**src/rtl/vga_timing_engine.sv**
```systemverilog
`default_nettype none
// ============================================================================
// Module : vga_timing_engine
// Brief  : VGA/DAC timing generator and pixel formatter fed from a fixed-latency frame-buffer pull port.
// Rev    : 1.0
// ============================================================================
module vga_timing_engine #(
   parameter int   H_SYNC   = 96,
   parameter int   H_BP     = 48,
   parameter int   H_ACTIVE = 640,
   parameter int   H_FP     = 16,
   parameter int   V_SYNC   = 2,
   parameter int   V_BP     = 33,
   parameter int   V_ACTIVE = 480,
   parameter int   V_FP     = 10,
   parameter logic SYNC_POL = 1'b0,
   parameter int   IN_FMT   = 0,
   parameter int   COLOR_W  = 8,
   parameter int   RD_LAT   = 2
) (
   input  logic               clk,
   input  logic               rst,
   input  logic [1:0]         mode,
   input  logic               ufl_clr,
   input  logic [23:0]        din,
   input  logic               din_vld,
   output logic               req,
   output logic [COLOR_W-1:0] vga_r,
   output logic [COLOR_W-1:0] vga_g,
   output logic [COLOR_W-1:0] vga_b,
   output logic               vga_blank_n,
   output logic               vga_sync_n,
   output logic               vga_clk,
   output logic               hsync,
   output logic               vsync,
   output logic               frame_start,
   output logic               ufl_flag,
   output logic [15:0]        ufl_cnt
);

   localparam int H_TOTAL = H_SYNC + H_BP + H_ACTIVE + H_FP;
   localparam int V_TOTAL = V_SYNC + V_BP + V_ACTIVE + V_FP;
   localparam int HW      = $clog2(H_TOTAL + 1);
   localparam int VW      = $clog2(V_TOTAL + 1);
   localparam int H_START = H_SYNC + H_BP;
   localparam int H_END   = H_START + H_ACTIVE;
   localparam int V_START = V_SYNC + V_BP;
   localparam int V_END   = V_START + V_ACTIVE;
   localparam int BAR_W   = H_ACTIVE / 8;
   localparam int BPW     = $clog2(BAR_W + 1);
   localparam int SRC_R_W = (IN_FMT == 1) ? 8 : 5;
   localparam int SRC_G_W = (IN_FMT == 1) ? 8 : 6;
   localparam int SRC_B_W = (IN_FMT == 1) ? 8 : 5;

   typedef struct packed {
      logic       hs;
      logic       vs;
      logic       de;
      logic       fs;
      logic [1:0] md;
      logic [2:0] bar;
      logic       grid;
   } tinfo_t;

   logic [HW-1:0]      h_cnt_q, h_cnt_d;
   logic [VW-1:0]      v_cnt_q, v_cnt_d;
   logic [1:0]         frame_mode_q, frame_mode_d;
   logic [BPW-1:0]     bar_pix_q, bar_pix_d;
   logic [2:0]         bar_idx_q, bar_idx_d;
   logic               active_h, active_v;
   logic [4:0]         x_lo, y_lo;
   tinfo_t             line_q [RD_LAT];
   tinfo_t             line_d [RD_LAT];
   tinfo_t             tap;
   logic               ufl_evt;
   logic [COLOR_W-1:0] vga_r_q, vga_r_d, vga_g_q, vga_g_d, vga_b_q, vga_b_d;
   logic               blank_n_q, blank_n_d, hsync_q, hsync_d, vsync_q, vsync_d;
   logic               fs_q, fs_d, ufl_flag_q, ufl_flag_d;
   logic [15:0]        ufl_cnt_q, ufl_cnt_d;
   logic [SRC_R_W-1:0] src_r;
   logic [SRC_G_W-1:0] src_g;
   logic [SRC_B_W-1:0] src_b;
   logic [COLOR_W-1:0] exp_r, exp_g, exp_b;

   generate
      if (IN_FMT == 1) begin : g_fmt888
         assign src_r = din[23:16];
         assign src_g = din[15:8];
         assign src_b = din[7:0];
      end else begin : g_fmt565
         logic din_unused;
         assign din_unused = ^din[23:16];
         assign src_r = din[15:11];
         assign src_g = din[10:5];
         assign src_b = din[4:0];
      end
   endgenerate

   // Left-align each channel and refill low bits by cycling its MSBs; narrower DACs keep only the MSBs.
   generate
      for (genvar i = 0; i < COLOR_W; i++) begin : g_expand
         assign exp_r[COLOR_W-1-i] = src_r[SRC_R_W-1-(i % SRC_R_W)];
         assign exp_g[COLOR_W-1-i] = src_g[SRC_G_W-1-(i % SRC_G_W)];
         assign exp_b[COLOR_W-1-i] = src_b[SRC_B_W-1-(i % SRC_B_W)];
      end
   endgenerate

   always_comb begin
      active_h = (h_cnt_q >= HW'(H_START)) && (h_cnt_q < HW'(H_END));
      active_v = (v_cnt_q >= VW'(V_START)) && (v_cnt_q < VW'(V_END));
      req      = active_h && active_v && (frame_mode_q == 2'd0);
      x_lo     = 5'(h_cnt_q - HW'(H_START));
      y_lo     = 5'(v_cnt_q - VW'(V_START));

      h_cnt_d = (h_cnt_q == HW'(H_TOTAL - 1)) ? '0 : h_cnt_q + HW'(1);
      v_cnt_d = v_cnt_q;
      if (h_cnt_q == HW'(H_TOTAL - 1)) begin
         v_cnt_d = (v_cnt_q == VW'(V_TOTAL - 1)) ? '0 : v_cnt_q + VW'(1);
      end
      frame_mode_d = ((h_cnt_q == '0) && (v_cnt_q == '0)) ? mode : frame_mode_q;

      // Bar tracker is aligned to the counter value it will hold next cycle.
      if (h_cnt_d == HW'(H_START)) begin
         bar_pix_d = '0;
         bar_idx_d = '0;
      end else if (bar_pix_q == BPW'(BAR_W - 1)) begin
         bar_pix_d = '0;
         bar_idx_d = bar_idx_q + 3'd1;
      end else begin
         bar_pix_d = bar_pix_q + BPW'(1);
         bar_idx_d = bar_idx_q;
      end

      line_d[0].hs   = h_cnt_q < HW'(H_SYNC);
      line_d[0].vs   = v_cnt_q < VW'(V_SYNC);
      line_d[0].de   = active_h && active_v;
      line_d[0].fs   = (h_cnt_q == '0) && (v_cnt_q == '0);
      line_d[0].md   = frame_mode_q;
      line_d[0].bar  = bar_idx_q;
      line_d[0].grid = (x_lo == 5'd0) || (y_lo == 5'd0);
      for (int i = 1; i < RD_LAT; i++) begin
         line_d[i] = line_q[i-1];
      end
   end

   always_comb begin
      tap     = line_q[RD_LAT-1];
      ufl_evt = tap.de && (tap.md == 2'd0) && !din_vld;
      vga_r_d = '0;
      vga_g_d = '0;
      vga_b_d = '0;
      if (tap.de) begin
         case (tap.md)
            2'd0: begin
               if (din_vld) begin
                  vga_r_d = exp_r;
                  vga_g_d = exp_g;
                  vga_b_d = exp_b;
               end
            end
            2'd1: begin
               vga_r_d = {COLOR_W{~tap.bar[1]}};
               vga_g_d = {COLOR_W{~tap.bar[2]}};
               vga_b_d = {COLOR_W{~tap.bar[0]}};
            end
            2'd2: begin
               if (tap.grid) begin
                  vga_r_d = '1;
                  vga_g_d = '1;
                  vga_b_d = '1;
               end
            end
            default: begin
            end
         endcase
      end
      blank_n_d  = tap.de;
      hsync_d    = tap.hs ? SYNC_POL : ~SYNC_POL;
      vsync_d    = tap.vs ? SYNC_POL : ~SYNC_POL;
      fs_d       = tap.fs;
      ufl_flag_d = ufl_clr ? 1'b0 : (ufl_flag_q | ufl_evt);
      ufl_cnt_d  = ufl_clr ? 16'd0 :
                   (ufl_evt && (ufl_cnt_q != 16'hFFFF)) ? ufl_cnt_q + 16'd1 : ufl_cnt_q;
   end

   always_ff @(posedge clk or posedge rst) begin
      if (rst) begin
         h_cnt_q      <= '0;
         v_cnt_q      <= '0;
         frame_mode_q <= 2'd0;
         bar_pix_q    <= '0;
         bar_idx_q    <= '0;
         for (int i = 0; i < RD_LAT; i++) begin
            line_q[i] <= '0;
         end
         vga_r_q      <= '0;
         vga_g_q      <= '0;
         vga_b_q      <= '0;
         blank_n_q    <= 1'b0;
         hsync_q      <= ~SYNC_POL;
         vsync_q      <= ~SYNC_POL;
         fs_q         <= 1'b0;
         ufl_flag_q   <= 1'b0;
         ufl_cnt_q    <= 16'd0;
      end else begin
         h_cnt_q      <= h_cnt_d;
         v_cnt_q      <= v_cnt_d;
         frame_mode_q <= frame_mode_d;
         bar_pix_q    <= bar_pix_d;
         bar_idx_q    <= bar_idx_d;
         for (int i = 0; i < RD_LAT; i++) begin
            line_q[i] <= line_d[i];
         end
         vga_r_q      <= vga_r_d;
         vga_g_q      <= vga_g_d;
         vga_b_q      <= vga_b_d;
         blank_n_q    <= blank_n_d;
         hsync_q      <= hsync_d;
         vsync_q      <= vsync_d;
         fs_q         <= fs_d;
         ufl_flag_q   <= ufl_flag_d;
         ufl_cnt_q    <= ufl_cnt_d;
      end
   end

   assign vga_r       = vga_r_q;
   assign vga_g       = vga_g_q;
   assign vga_b       = vga_b_q;
   assign vga_blank_n = blank_n_q;
   assign vga_sync_n  = 1'b0;
   assign vga_clk     = ~clk;
   assign hsync       = hsync_q;
   assign vsync       = vsync_q;
   assign frame_start = fs_q;
   assign ufl_flag    = ufl_flag_q;
   assign ufl_cnt     = ufl_cnt_q;

endmodule
`default_nettype wire

```
**config.mk**
```make
export PLATFORM = sky130hd
export DESIGN_NAME = vga_timing_engine
export DESIGN_NICKNAME = d
export VERILOG_FILES = /design/src/rtl/vga_timing_engine.sv
export SDC_FILE = /design/constraint.sdc
export NUM_CORES = 1
export LEC_CHECK = 0
export BUFFER_PORTS_ARGS = -buffer_cell sky130_fd_sc_hd__buf_2
export CORE_UTILIZATION = 50
export CTS_BUF_LIST = sky130_fd_sc_hd__clkbuf_16
export DETAILED_ROUTE_END_ITERATION = 8
export PLACE_DENSITY_LB_ADDON = 0.1
export SLEW_MARGIN = 5
export SYNTH_ARGS = -nofsm -noshare
export SYNTH_HDL_FRONTEND = slang
export SYNTH_SLANG_ARGS = --single-unit
```
**constraint.sdc**
```tcl
create_clock -name clk -period 4.4 [get_ports clk]
set_input_delay 1.32 -clock clk [delete_from_list [all_inputs] [get_ports clk]]
set_output_delay 1.32 -clock clk [all_outputs]
set_load 0.02 [all_outputs]
```
==> reports/qor.tcl <==
set qor(powerDensity_nw_per_um2) 350
set qor(cts.path.max_buffers) 2
set qor(synth.cell_area_um2) 4080
set qor(timing.critical_path.mode_cell) {sky130_fd_sc_hd__clkbuf_16}
set qor(power_mw) 1.66
set qor(cts_made_buffers) 9
set qor(drt-vias-per-instance) 5.42
set qor(skew_ns) 0.00836
set qor(die_area_um2) 8530
set qor(route.antenna.remaining_nets) 0
set qor(async_reset_ff_share_pct) 100
set qor(crit_path_max_fanout) 16
set qor(synth_commonest_cells) {87 x sky130_fd_sc_hd__dfrtp_1, 43 x sky130_fd_sc_hd__nand2_1, 28 x sky130_fd_sc_hd__nor2_1, 27 x sky130_fd_sc_hd__a21oi_1, 19 x sky130_fd_sc_hd__xnor2_1}
set qor(via_count_of_the_first_global_routing_pass) 2787
set qor(yosys.area_share.xor_xnor_pct) 5.80
set qor(detail_route.wirelength_um) 7460
set qor(endpoint_kind) {output pin}
set qor(grt_usage_pct) 18.9
set qor(synth.area.top_cells) {sky130_fd_sc_hd__dfrtp_1 53%, sky130_fd_sc_hd__xnor2_1 4.1%, sky130_fd_sc_hd__nand2_1 4.0%}
set qor(timing.critical_path.arrival_ns) 2.73
set qor(ys_ff_latch) 89
set qor(clk_latency_ns) 0.33
set qor(place.gp.congestion) 0.781
set qor(cts.clk_slew.worst_paths_ns) 0.07
set qor(nFillCells) 659
set qor(dieWidth_um) 92.3
set qor(sequential_cell_area_fraction_in_the_yosys_report_pct) 54.6
set qor(synth_cell_types) 56
set qor(synth_top_area_cell) {sky130_fd_sc_hd__dfrtp_1}
set qor(boundaryPins) 78
set qor(h-tree-depth) 3
set qor(static-leakage-power_nw) 2.28
set qor(peak_ir_drop_on_the_vdd_network_mv) 0.221
set qor(report.final.hold_viol_count) 0
set qor(synth.net_count) 426
set qor(max_cap_viol_count) 0
set qor(n_antenna_cell) 0
set qor(clock_tree_from_tritoncts) {built}
set qor(num_vias) 2985
set qor(timing_max_transition_violations_final) 0
set qor(placement_rows) 32
set qor(synth_top_family_by_area) {simple AND/OR/NAND/NOR gates}
set qor(worst_hold_path_class) {register to register}
set qor(synth-simple-area-share_pct) 19.3
set qor(setup-violations-final) 0
set qor(synth_compound_area_share_pct) 11.2
set qor(critical_path_required_ns) 3.08
set qor(cp.buffers_inverters) 4
set qor(synth.most_common_cell) {sky130_fd_sc_hd__dfrtp_1}
set qor(global_route.overflow_total) 0
set qor(synth-warning-count) 0
set qor(total_negative_slack_ns) 0
set qor(cts_resized) 0
set qor(largest_incremental_delay_on_the_critical_path_ns) 0.17
set qor(post_cts.repair.setup_buffers) 0
set qor(grt_pass1_wl_um) 12600
set qor(routedWlPerCell_um) 13.5
set qor(grt_setup_unrepaired) {false}
set qor(area_delta_synth_final_pct) 16.0
set qor(port-buffer-count) 68
set qor(path_class) {clock port to output pin}
set qor(timing.critical_path.from_type) {clock port}
set qor(grt_max_degree) 54
set qor(cts_root_buffer) {sky130_fd_sc_hd__clkbuf_16}
set qor(initial_core_util_pct) 52.3
set qor(initialDrtViolationCount) 117
set qor(synth_mux_area_share_pct) 1.32
set qor(number_of_enable_flip_flop_cells_after_synthesis) 0
set qor(detailed_place_hpwl_um) 5070
set qor(drive_above_1_share_pct) 22.0
set qor(dr.pass1.iters) 4
set qor(drc) 0
set qor(crit_chain) {clkbuf_16 > clkbuf_16 > inv_1 > buf_2}
set qor(critical_path.top_delay_family) {buffers and inverters}
set qor(final_nets) 482
set qor(cts_hold_buffers) 0
set qor(core_region_area_um2) 7810
set qor(crit_slowest_cell) {sky130_fd_sc_hd__clkbuf_16}
set qor(synth_top_area_share_pct) 53.4
set qor(outcome) {finished, final reports clean}
set qor(synth-adder-area-share_pct) 2.45
set qor(synthFlopType) {sky130_fd_sc_hd__dfrtp_1}
set qor(max-slew-margin-rel_pct) 42.4
set qor(antenna_found_initial) 0
set qor(tightestPinTransition_ns) 0.863
set qor(synth_cells) 388
set qor(die_height_um) 92.3
set qor(post_synth.cell_area_avg_um2) 10.5
-- flip-flops by register name, indices dropped and copies added, names as in the netlist --
name / count
v_cnt_q: 10
ufl_cnt: 16
vga_r: 5
blank_n_d: 1
ufl_flag: 1
hsync: 1
vga_g: 6
frame_mode_q: 2
vga_b: 5
bar_pix_q: 7
line_d: 10
vsync: 1
line_q: 8
frame_start: 1
fs_d: 1
vga_blank_n: 1
h_cnt_q: 10
bar_idx_q: 3
-- final cells by class --
cell class / count / area (um^2) / area share (%)
repair buffers: 70 / 358 / 7.56
clock inverters: 6 / 42.5 / 0.899
multi-input cells: 257 / 1640 / 34.6
inverters: 15 / 57.6 / 1.22
flip-flops and latches: 89 / 2230 / 47.1
clock buffers: 12 / 280 / 5.92
well taps: 102 / 128 / 2.70
-- routing by layer --
layer	global-route usage [%]	routed length, um	part of all wire (%)
met3	4.11	309	4.1
met4	8.07	152	2.0
met2	29.8	3460	46
met1	25.3	3540	47
met5	0	0	0
-- metrics by stage --
step                area (um^2)  cells  setup slack, ns  hold WS [ns]  util [%]
CTS                        4730    551            0.336         0.345      60.6
finish                     4730    551            0.351         0.339      60.6
detailed placement         4420    535            0.712         0.335      56.6
floorplan                  4080    388            0.752         0.331         -
global route               4730    551            0.204         0.347      60.6
global placement           4420    535            0.712         0.331      56.6
-- placed cells by master (no fill, tap or decap), types with 2 or more instances in the layout --
cell type | Yosys | routed
sky130_fd_sc_hd__dfrtp_1 | 87 | 87
sky130_fd_sc_hd__buf_2 | 4 | 68
sky130_fd_sc_hd__nand2_1 | 43 | 43
sky130_fd_sc_hd__nor2_1 | 28 | 28
sky130_fd_sc_hd__a21oi_1 | 27 | 27
sky130_fd_sc_hd__xnor2_1 | 19 | 19
sky130_fd_sc_hd__inv_1 | 16 | 15
sky130_fd_sc_hd__nand3_1 | 12 | 12
sky130_fd_sc_hd__o21ai_0 | 11 | 11
sky130_fd_sc_hd__clkbuf_16 | 0 | 11
sky130_fd_sc_hd__nand4_1 | 10 | 10
sky130_fd_sc_hd__xor2_1 | 8 | 8
sky130_fd_sc_hd__nor3_1 | 8 | 8
sky130_fd_sc_hd__ha_1 | 8 | 8
sky130_fd_sc_hd__and4_1 | 7 | 7
sky130_fd_sc_hd__and3_1 | 7 | 7
sky130_fd_sc_hd__nor3b_1 | 4 | 4
sky130_fd_sc_hd__or3_1 | 4 | 4
sky130_fd_sc_hd__or4_1 | 4 | 4
sky130_fd_sc_hd__nand2b_1 | 4 | 4
sky130_fd_sc_hd__and2_1 | 3 | 3
sky130_fd_sc_hd__a41oi_1 | 3 | 3
sky130_fd_sc_hd__a31oi_1 | 3 | 3
sky130_fd_sc_hd__nor4_1 | 3 | 3
sky130_fd_sc_hd__mux2_2 | 3 | 3
sky130_fd_sc_hd__nor2b_1 | 3 | 3
sky130_fd_sc_hd__a211oi_1 | 3 | 3
sky130_fd_sc_hd__o21a_1 | 3 | 3
sky130_fd_sc_hd__buf_4 | 9 | 3
sky130_fd_sc_hd__mux2i_1 | 2 | 2
sky130_fd_sc_hd__a311oi_1 | 2 | 2
sky130_fd_sc_hd__o31ai_1 | 2 | 2
sky130_fd_sc_hd__nand3b_1 | 2 | 2
sky130_fd_sc_hd__and4b_1 | 2 | 2
sky130_fd_sc_hd__clkinv_4 | 0 | 2
sky130_fd_sc_hd__inv_4 | 0 | 2
sky130_fd_sc_hd__dfstp_2 | 2 | 2
-- cells by family after synthesis --
logic type                 after synthesis
buffers and inverters                   42
xor gates and xnor gates                27
DFF                                     89
muxes                                    5
other                                    1
and+or+nand+nor                        148
adders and majority gates                8
AOI/OAI and AO/OA                       68
-- path summary, 6_finish.rpt --
kind,slack [ns],startpoint,cells past startpoint,to
min in group asynchronous,1.13,rst,2,vga_g[2]
max in group asynchronous,2.44,rst,3,vsync
setup / recovery,0.35,clk,4,vga_clk
hold reg to reg,0.34,fs_d,0,frame_start
setup reg to reg,2.01,h_cnt_q[0],6,bar_pix_q[0]
hold / removal,0.34,fs_d,0,frame_start
-- where the power goes --
| group | internal, mW | leakage (nW) | switching [mW] | total, mW |
|---|---|---|---|---|
| Sequential | 0.821 | 1.17 | 0.00278 | 0.824 |
| Combinational | 0.0116 | 0.947 | 0.0266 | 0.0382 |
| Clock | 0.464 | 0.167 | 0.334 | 0.797 |
| Total | 1.30 | 2.28 | 0.363 | 1.66 |
(Power assumes the default switching activity.)
